<file path="config.mk">
export PLATFORM = sky130hd
export DESIGN_NAME = music_note_decoder
export DESIGN_NICKNAME = d
export VERILOG_FILES = /design/src/rtl/music_note_decoder.sv
export SDC_FILE = /design/constraint.sdc
export NUM_CORES = 1
export LEC_CHECK = 0
export CAP_MARGIN = 25
export CELL_PAD_IN_SITES_DETAIL_PLACEMENT = 1
export CELL_PAD_IN_SITES_GLOBAL_PLACEMENT = 2
export CORE_MARGIN = 2
export CORE_UTILIZATION = 30
export DETAILED_ROUTE_END_ITERATION = 8
export PLACE_DENSITY_LB_ADDON = 0.15
export SKIP_CTS_REPAIR_TIMING = 1
export SLEW_MARGIN = 10
export SYNTH_ARGS = -nofsm -noshare
export SYNTH_HDL_FRONTEND = slang
export SYNTH_SLANG_ARGS = --single-unit
</file>
<file path="constraint.sdc">
create_clock -name clk -period 3.6 [get_ports clk]
set_clock_uncertainty 0.05 [all_clocks]
set_input_delay 0.72 -clock clk [delete_from_list [all_inputs] [get_ports clk]]
set_output_delay 0.72 -clock clk [all_outputs]
set_load 0.05 [all_outputs]
</file>
<file path="src/rtl/music_note_decoder.sv">
// Square-wave tone decoder: measures the rising-to-rising period of audio_in in clk cycles
// and maps it to the player's 12-bit {high,med,low} note code.
// Optional build macro NOTE_DEC_DEGLITCH_EN adds a 4-cycle level filter after the synchronizer.
// PERIOD_SHIFT scales the nominal note periods down by 2^PERIOD_SHIFT (0 = real 50 MHz table).
module music_note_decoder #(
  parameter int unsigned MATCH_CNT    = 2,
  parameter int unsigned TIMEOUT_CYC  = 200000,
  parameter int unsigned CNT_W        = 18,
  parameter int unsigned PERIOD_SHIFT = 0
) (
  input  logic             clk,
  input  logic             rst_n,
  input  logic             enable,
  input  logic             audio_in,
  output logic [11:0]      note_code,
  output logic             note_valid,
  output logic             silence,
  output logic [CNT_W-1:0] period,
  output logic             bad_period
);

  localparam int unsigned NumNotes = 21;
  localparam int unsigned NomPeriod [NumNotes] = '{
    183216, 163280, 145472, 137552, 122464, 109104, 97184,
    91792,  81792,  72848,  68784,  61248,  54560,  48592,
    45904,  40864,  36432,  34368,  30624,  27296,  24416
  };
  localparam logic [11:0] NoteCode [NumNotes] = '{
    12'h001, 12'h002, 12'h003, 12'h004, 12'h005, 12'h006, 12'h007,
    12'h010, 12'h020, 12'h030, 12'h040, 12'h050, 12'h060, 12'h070,
    12'h100, 12'h200, 12'h300, 12'h400, 12'h500, 12'h600, 12'h700
  };
  localparam logic [CNT_W-1:0] CntMax     = {CNT_W{1'b1}};
  localparam logic [CNT_W-1:0] TimeoutVal = CNT_W'(TIMEOUT_CYC);
  localparam logic [2:0]       MatchMax   = 3'(MATCH_CNT);

  typedef enum logic [1:0] {StIdle, StArm, StMeasure, StClassify} state_e;

  state_e           state_q;
  logic             sync1_q, sync2_q;
  logic             lvl, lvl_prev_q, rise;
  logic [CNT_W-1:0] cnt_q, cnt_inc;
  logic [2:0]       match_q, match_nxt;
  logic [11:0]      last_code_q;
  logic             upd_q;
  logic [11:0]      upd_code_q;
  logic [31:0]      per_ext;
  logic             cls_hit;
  logic [11:0]      cls_code;

  // Two-flop synchronizer for the asynchronous audio line
  always_ff @(posedge clk or negedge rst_n) begin
    if (!rst_n) begin
      sync1_q <= 1'b0;
      sync2_q <= 1'b0;
    end else begin
      sync1_q <= audio_in;
      sync2_q <= sync1_q;
    end
  end

`ifdef NOTE_DEC_DEGLITCH_EN
  logic       filt_q;
  logic [1:0] stab_q;

  // Accept a new level only after it has been seen for 4 consecutive cycles
  always_ff @(posedge clk or negedge rst_n) begin
    if (!rst_n) begin
      filt_q <= 1'b0;
      stab_q <= 2'd0;
    end else if (sync2_q == filt_q) begin
      stab_q <= 2'd0;
    end else if (stab_q == 2'd3) begin
      filt_q <= sync2_q;
      stab_q <= 2'd0;
    end else begin
      stab_q <= stab_q + 2'd1;
    end
  end

  assign lvl = filt_q;
`else
  assign lvl = sync2_q;
`endif

  // Previous level for the rising-edge strobe
  always_ff @(posedge clk or negedge rst_n) begin
    if (!rst_n) lvl_prev_q <= 1'b0;
    else        lvl_prev_q <= lvl;
  end

  assign rise    = lvl & ~lvl_prev_q;
  assign cnt_inc = (cnt_q == CntMax) ? cnt_q : cnt_q + 1'b1;
  assign per_ext = 32'(period);

  // Window lookup: Pn +/- Pn/64 inclusive; windows are disjoint so at most one hits
  always_comb begin
    cls_hit  = 1'b0;
    cls_code = 12'h000;
    for (int unsigned i = 0; i < NumNotes; i++) begin
      if (per_ext >= (NomPeriod[i] >> PERIOD_SHIFT) - (NomPeriod[i] >> (PERIOD_SHIFT + 6)) &&
          per_ext <= (NomPeriod[i] >> PERIOD_SHIFT) + (NomPeriod[i] >> (PERIOD_SHIFT + 6))) begin
        cls_hit  = 1'b1;
        cls_code = NoteCode[i];
      end
    end
  end

  // Consecutive-match count for the current classification (0 = no usable history)
  always_comb begin
    match_nxt = 3'd1;
    if (!cls_hit) begin
      match_nxt = 3'd0;
    end else if (match_q != 3'd0 && cls_code == last_code_q) begin
      match_nxt = (match_q >= MatchMax) ? MatchMax : match_q + 3'd1;
    end
  end

  // Measurement FSM with registered outputs; note updates land one cycle after CLASSIFY
  always_ff @(posedge clk or negedge rst_n) begin
    if (!rst_n) begin
      state_q     <= StIdle;
      cnt_q       <= '0;
      match_q     <= 3'd0;
      last_code_q <= 12'h000;
      upd_q       <= 1'b0;
      upd_code_q  <= 12'h000;
      note_code   <= 12'h000;
      note_valid  <= 1'b0;
      silence     <= 1'b1;
      period      <= '0;
      bad_period  <= 1'b0;
    end else begin
      note_valid <= 1'b0;
      bad_period <= 1'b0;
      upd_q      <= 1'b0;
      if (!enable) begin
        state_q     <= StIdle;
        cnt_q       <= '0;
        match_q     <= 3'd0;
        last_code_q <= 12'h000;
        period      <= '0;
        note_code   <= 12'h000;
        silence     <= 1'b1;
        note_valid  <= (note_code != 12'h000);
      end else begin
        if (upd_q) begin
          note_code  <= upd_code_q;
          silence    <= 1'b0;
          note_valid <= 1'b1;
        end
        unique case (state_q)
          StIdle: begin
            state_q <= StArm;
            cnt_q   <= '0;
          end
          StArm, StMeasure: begin
            if (rise) begin
              // First edge only opens a measurement; later edges close one
              if (state_q == StMeasure) begin
                period  <= cnt_q;
                state_q <= StClassify;
              end else begin
                state_q <= StMeasure;
              end
              cnt_q <= {{(CNT_W-1){1'b0}}, 1'b1};
            end else if (cnt_q >= TimeoutVal) begin
              state_q    <= StArm;
              cnt_q      <= '0;
              match_q    <= 3'd0;
              note_code  <= 12'h000;
              silence    <= 1'b1;
              note_valid <= (note_code != 12'h000);
            end else begin
              cnt_q <= cnt_inc;
            end
          end
          StClassify: begin
            state_q <= StMeasure;
            cnt_q   <= cnt_inc;
            match_q <= match_nxt;
            if (!cls_hit) begin
              bad_period <= 1'b1;
            end else begin
              last_code_q <= cls_code;
              if (match_nxt == MatchMax && cls_code != note_code) begin
                upd_q      <= 1'b1;
                upd_code_q <= cls_code;
              end
            end
          end
          default: state_q <= StIdle;
        endcase
      end
    end
  end

endmodule

</file>
==> impl_metrics.prom <==
# TYPE chip_impl_metric gauge
chip_impl_metric{name="slew_headroom",unit=""} 0.489
chip_impl_metric{name="netlist_instances",unit=""} 713
chip_impl_metric{name="drt-total-wl",unit="mm"} 30.9
chip_impl_metric{name="route.detailed.wl_per_inst",unit="microns"} 25.4
chip_impl_info{name="crit_path_start_kind",value="register"} 1
chip_impl_metric{name="leakagePower",unit="nW"} 4.07
chip_impl_metric{name="grt_pass1_vias",unit=""} 7315
chip_impl_metric{name="design.die.area",unit="sq mm"} 0.0216
chip_impl_info{name="clock-root-buffer",value="clkbuf_16"} 1
chip_impl_metric{name="fmaxAchievable",unit="MHz"} 258
chip_impl_metric{name="number_of_placed_instances_taps_included",unit=""} 1177
chip_impl_info{name="status",value="finished with violations"} 1
chip_impl_info{name="cp-endpoint",value="upd_code_q[4]$_DFFE_PN0P_"} 1
chip_impl_metric{name="sequential_group_share_of_total_power",unit=""} 0.469
chip_impl_info{name="mostFrequentLayoutCell",value="buf_4"} 1
chip_impl_metric{name="layout-drive-gt1-share",unit=""} 0.387
chip_impl_metric{name="die_width",unit="microns"} 147
chip_impl_metric{name="grt_first_pass_wirelength",unit="mm"} 45.8
chip_impl_metric{name="final-hold-violation-count",unit=""} 0
chip_impl_metric{name="setup-violations-final",unit=""} 9
chip_impl_metric{name="cap_viol_max_count",unit=""} 0
chip_impl_metric{name="areaGrowthSynthToFinish",unit="%"} 52.2
chip_impl_metric{name="worst-endpoint-arrival",unit="ps"} 4040
chip_impl_metric{name="tritoncts_num_sinks",unit=""} 78
chip_impl_metric{name="power_frac_comb",unit=""} 0.033
chip_impl_metric{name="cellPowerDensity",unit="mW/mm^2"} 202
chip_impl_metric{name="synth_nets",unit=""} 725
chip_impl_metric{name="rr_worst_depth",unit=""} 14
chip_impl_info{name="unrepaired_setup_endpoints_after_global_routing",value="yes"} 1
chip_impl_metric{name="htreeDepth",unit=""} 3
chip_impl_metric{name="reg2reg_slack",unit="ps"} -270
chip_impl_metric{name="power_switching_share",unit=""} 0.236
chip_impl_metric{name="post-route-drc-count",unit=""} 0
chip_impl_metric{name="first_iter_violations",unit=""} 319
chip_impl_metric{name="final.min_clock_period",unit="ps"} 3870
chip_impl_info{name="mostFrequentLayoutCells",value="buf_4, dfrtp_1, nor2_1, nand2_1, clkdlybuf4s50_1"} 1
chip_impl_info{name="critical_path.reg2reg.endpoint",value="upd_code_q[4]$_DFFE_PN0P_"} 1
chip_impl_info{name="critPathCaptureType",value="register"} 1
chip_impl_metric{name="final_cells",unit=""} 1216
chip_impl_metric{name="floorplan.initialDensity",unit=""} 0.304
chip_impl_metric{name="clockBufferDepth",unit=""} 2
chip_impl_metric{name="synth.cell_area",unit="sq mm"} 0.00613
chip_impl_metric{name="antenna_found_initial",unit=""} 0
chip_impl_metric{name="vias",unit=""} 6958
chip_impl_metric{name="layout.nets",unit=""} 953
chip_impl_info{name="min_path_type",value="in -> async"} 1
chip_impl_info{name="critPathKind",value="reg -> reg"} 1
chip_impl_info{name="failed_checks",value="negative setup slack"} 1
chip_impl_metric{name="internal_power",unit="mW"} 1.44
chip_impl_metric{name="drt.antenna.violating_nets",unit=""} 0
chip_impl_metric{name="synth_sequential_area_ratio",unit=""} 0.319
chip_impl_metric{name="synth_cell_types",unit=""} 87
chip_impl_metric{name="pre_cts_slack",unit="ps"} -407
chip_impl_metric{name="antennaDiodeCount",unit=""} 0
chip_impl_metric{name="syn-mean-instance-area",unit="sq um"} 8.60
chip_impl_metric{name="gp_congestion",unit=""} 0.958
chip_impl_metric{name="critical_path.max_fanout",unit=""} 5
chip_impl_metric{name="floorplan.die.height",unit="microns"} 147
chip_impl_metric{name="place.port_buffers",unit=""} 36
chip_impl_metric{name="final.period_utilization",unit=""} 1.08
chip_impl_metric{name="power.clock.fraction",unit=""} 0.498
chip_impl_metric{name="floorplan.io_pins",unit=""} 37
chip_impl_metric{name="timing_max_transition_violations_final",unit=""} 0
chip_impl_metric{name="edff_count_synth",unit=""} 0
chip_impl_info{name="tritoncts",value="built"} 1
chip_impl_metric{name="detailedRoute.firstPassIterationCount",unit=""} 5
chip_impl_metric{name="layout_setup_ws",unit="ps"} -273
chip_impl_metric{name="ys.warnings.count",unit=""} 0
chip_impl_metric{name="cts_buffers",unit=""} 9
chip_impl_metric{name="yosys_register_bits",unit=""} 78
chip_impl_metric{name="vdd_ir_drop_max",unit="mV"} 0.233
chip_impl_metric{name="worstPathRequired",unit="ps"} 3770
chip_impl_metric{name="netSwitchingPower",unit="mW"} 0.445
chip_impl_info{name="startpoint",value="period[8]$_DFFE_PN0P_"} 1
chip_impl_metric{name="hpwl",unit="mm"} 23.8
chip_impl_metric{name="fp-row-count",unit=""} 52
chip_impl_metric{name="pin_count_of_the_biggest_net_entering_global_routing",unit=""} 79
chip_impl_info{name="synth_ff_type",value="dfrtp_1"} 1
chip_impl_info{name="reg2reg_from",value="period[8]$_DFFE_PN0P_"} 1
chip_impl_metric{name="clk-insertion-delay-late",unit="ps"} 340
chip_impl_metric{name="globalRoute.totalOverflow",unit=""} 0
chip_impl_metric{name="grt_usage",unit=""} 0.278
chip_impl_metric{name="async_reset_ff_frac",unit=""} 1.00
chip_impl_metric{name="clk_transition_reported_paths",unit="ps"} 60
chip_impl_metric{name="fp.coreArea",unit="sq mm"} 0.0202
chip_impl_metric{name="worst_slew_pin_slew",unit="ps"} 756
chip_impl_metric{name="power",unit="mW"} 1.89
chip_impl_metric{name="routed_via_density",unit=""} 5.72
[metrics by stage]
step | hold slack, ps | instance area [sq um] | util | TNS [ps]
global placement | 297 | 8260 | 0.409 | -3940
global route | 287 | 9330 | 0.462 | -3300
finish | 264 | 9330 | 0.462 | -2300
detailed placement | 288 | 8260 | 0.409 | -4240
CTS | 311 | 8550 | 0.424 | -5530
floorplan | 281 | 6150 | - | -783
[registers in the layout (all words and copies together), names as in the netlist]
name / count
bad_period: 1
cnt_q: 18
last_code_q: 9
lvl: 1
lvl_prev_q: 1
match_q: 3
note_code: 12
note_valid: 1
period: 18
silence: 1
state_q: 2
sync1_q: 1
upd_code_q: 9
upd_q: 1
[cell families after synthesis]
group                      Yosys count  synth area share
muxes                               18            0.0368
buffers and inverters               78            0.0625
AOI/OAI and AO/OA                  186             0.232
adders and majority gates            8            0.0163
DFF                                 78             0.319
and+or+nand+nor                    321             0.300
xor gates and xnor gates            24            0.0343
[critical path: stages, from the launching register on]
cell and delay (ps):
dfrtp_2 470, buf_12 170, buf_8 130, or4_4 430, nor3_4 220, buf_4 140
a211o_1 150, a22o_1 220, nand3_2 140, xnor2_1 240, nand4b_1 140, or4_4 450
o311a_4 360, clkbuf_16 170, mux2_4 290
[cell usage after synthesis (all sizes together), types with 4 or more instances]
master,number,area (sq um)
dfrtp,77,1930
nor2,61,229
nand2,47,176
buf,44,255
o21ai,30,150
nand3,28,150
a22o,27,238
nand4,24,150
nor3,23,125
a21oi,19,95.1
inv,18,67.6
nor2b,18,113
clkbuf,16,60.1
and3,15,98.8
nand2b,15,93.8
a31oi,14,87.6
and2,12,75.1
or4,12,93.8
xnor2,12,105
xor2,12,105
nor4,10,75.1
or3,10,62.6
a211oi,9,67.6
mux2,9,135
mux2i,9,90.1
o211ai,9,67.6
or2,9,56.3
ha,8,100
nand4b,8,70.1
o31ai,8,60.1
o2111ai,7,61.3
and4,6,52.6
o311ai,6,70.1
a21boi,5,37.5
o22ai,5,37.5
o41ai,5,51.3
a2111oi,4,41.3
a21o,4,30.0
nor4b,4,41.3
o31a,4,36.3
[power groups by stage]
stage | clock network, mW | registers (mW) | logic (mW)
final | 0.938 | 0.884 | 0.0629
after global routing | 0.987 | 0.884 | 0.0717
after CTS | 0.957 | 0.884 | 0.0607
after detailed placement | 0 | 0.901 | 0.0606
after global placement | 0 | 0.901 | 0.0578
after floorplan | 0 | 0.902 | 0.0265
[worst min path at each step]
stage / startpoint / to / slack [ps]
global route: rst_n / cnt_q[9]$_DFF_PN0_ / 290
global placement: sync1_q$_DFF_PN0_ / lvl$_DFF_PN0_ / 300
CTS: sync1_q$_DFF_PN0_ / lvl$_DFF_PN0_ / 310
finish: rst_n / cnt_q[9]$_DFF_PN0_ / 260
floorplan: sync1_q$_DFF_PN0_ / lvl$_DFF_PN0_ / 280
detailed placement: sync1_q$_DFF_PN0_ / lvl$_DFF_PN0_ / 290
[layout make-up]
cell class              instances  area (sq um)
well taps                     270           338
fillers                      2328         10800
multi-input cells             557          4230
clock buffers                  10           229
inverters                      18          67.6
flip-flops and latches         78          1970
repair buffers                277          2420
clock inverters                 6          68.8
[routing by layer]
metal / global-route usage / vias up / share of wire
met5: 0 / - / 0
li1: - / 3162 / -
met2: 0.455 / 186 / 0.47
met3: 0.0289 / 88 / 0.040
met4: 0.148 / 0 / 0.059
met1: 0.365 / 3522 / 0.43
Note: power is estimated with default switching activity, not from simulation.
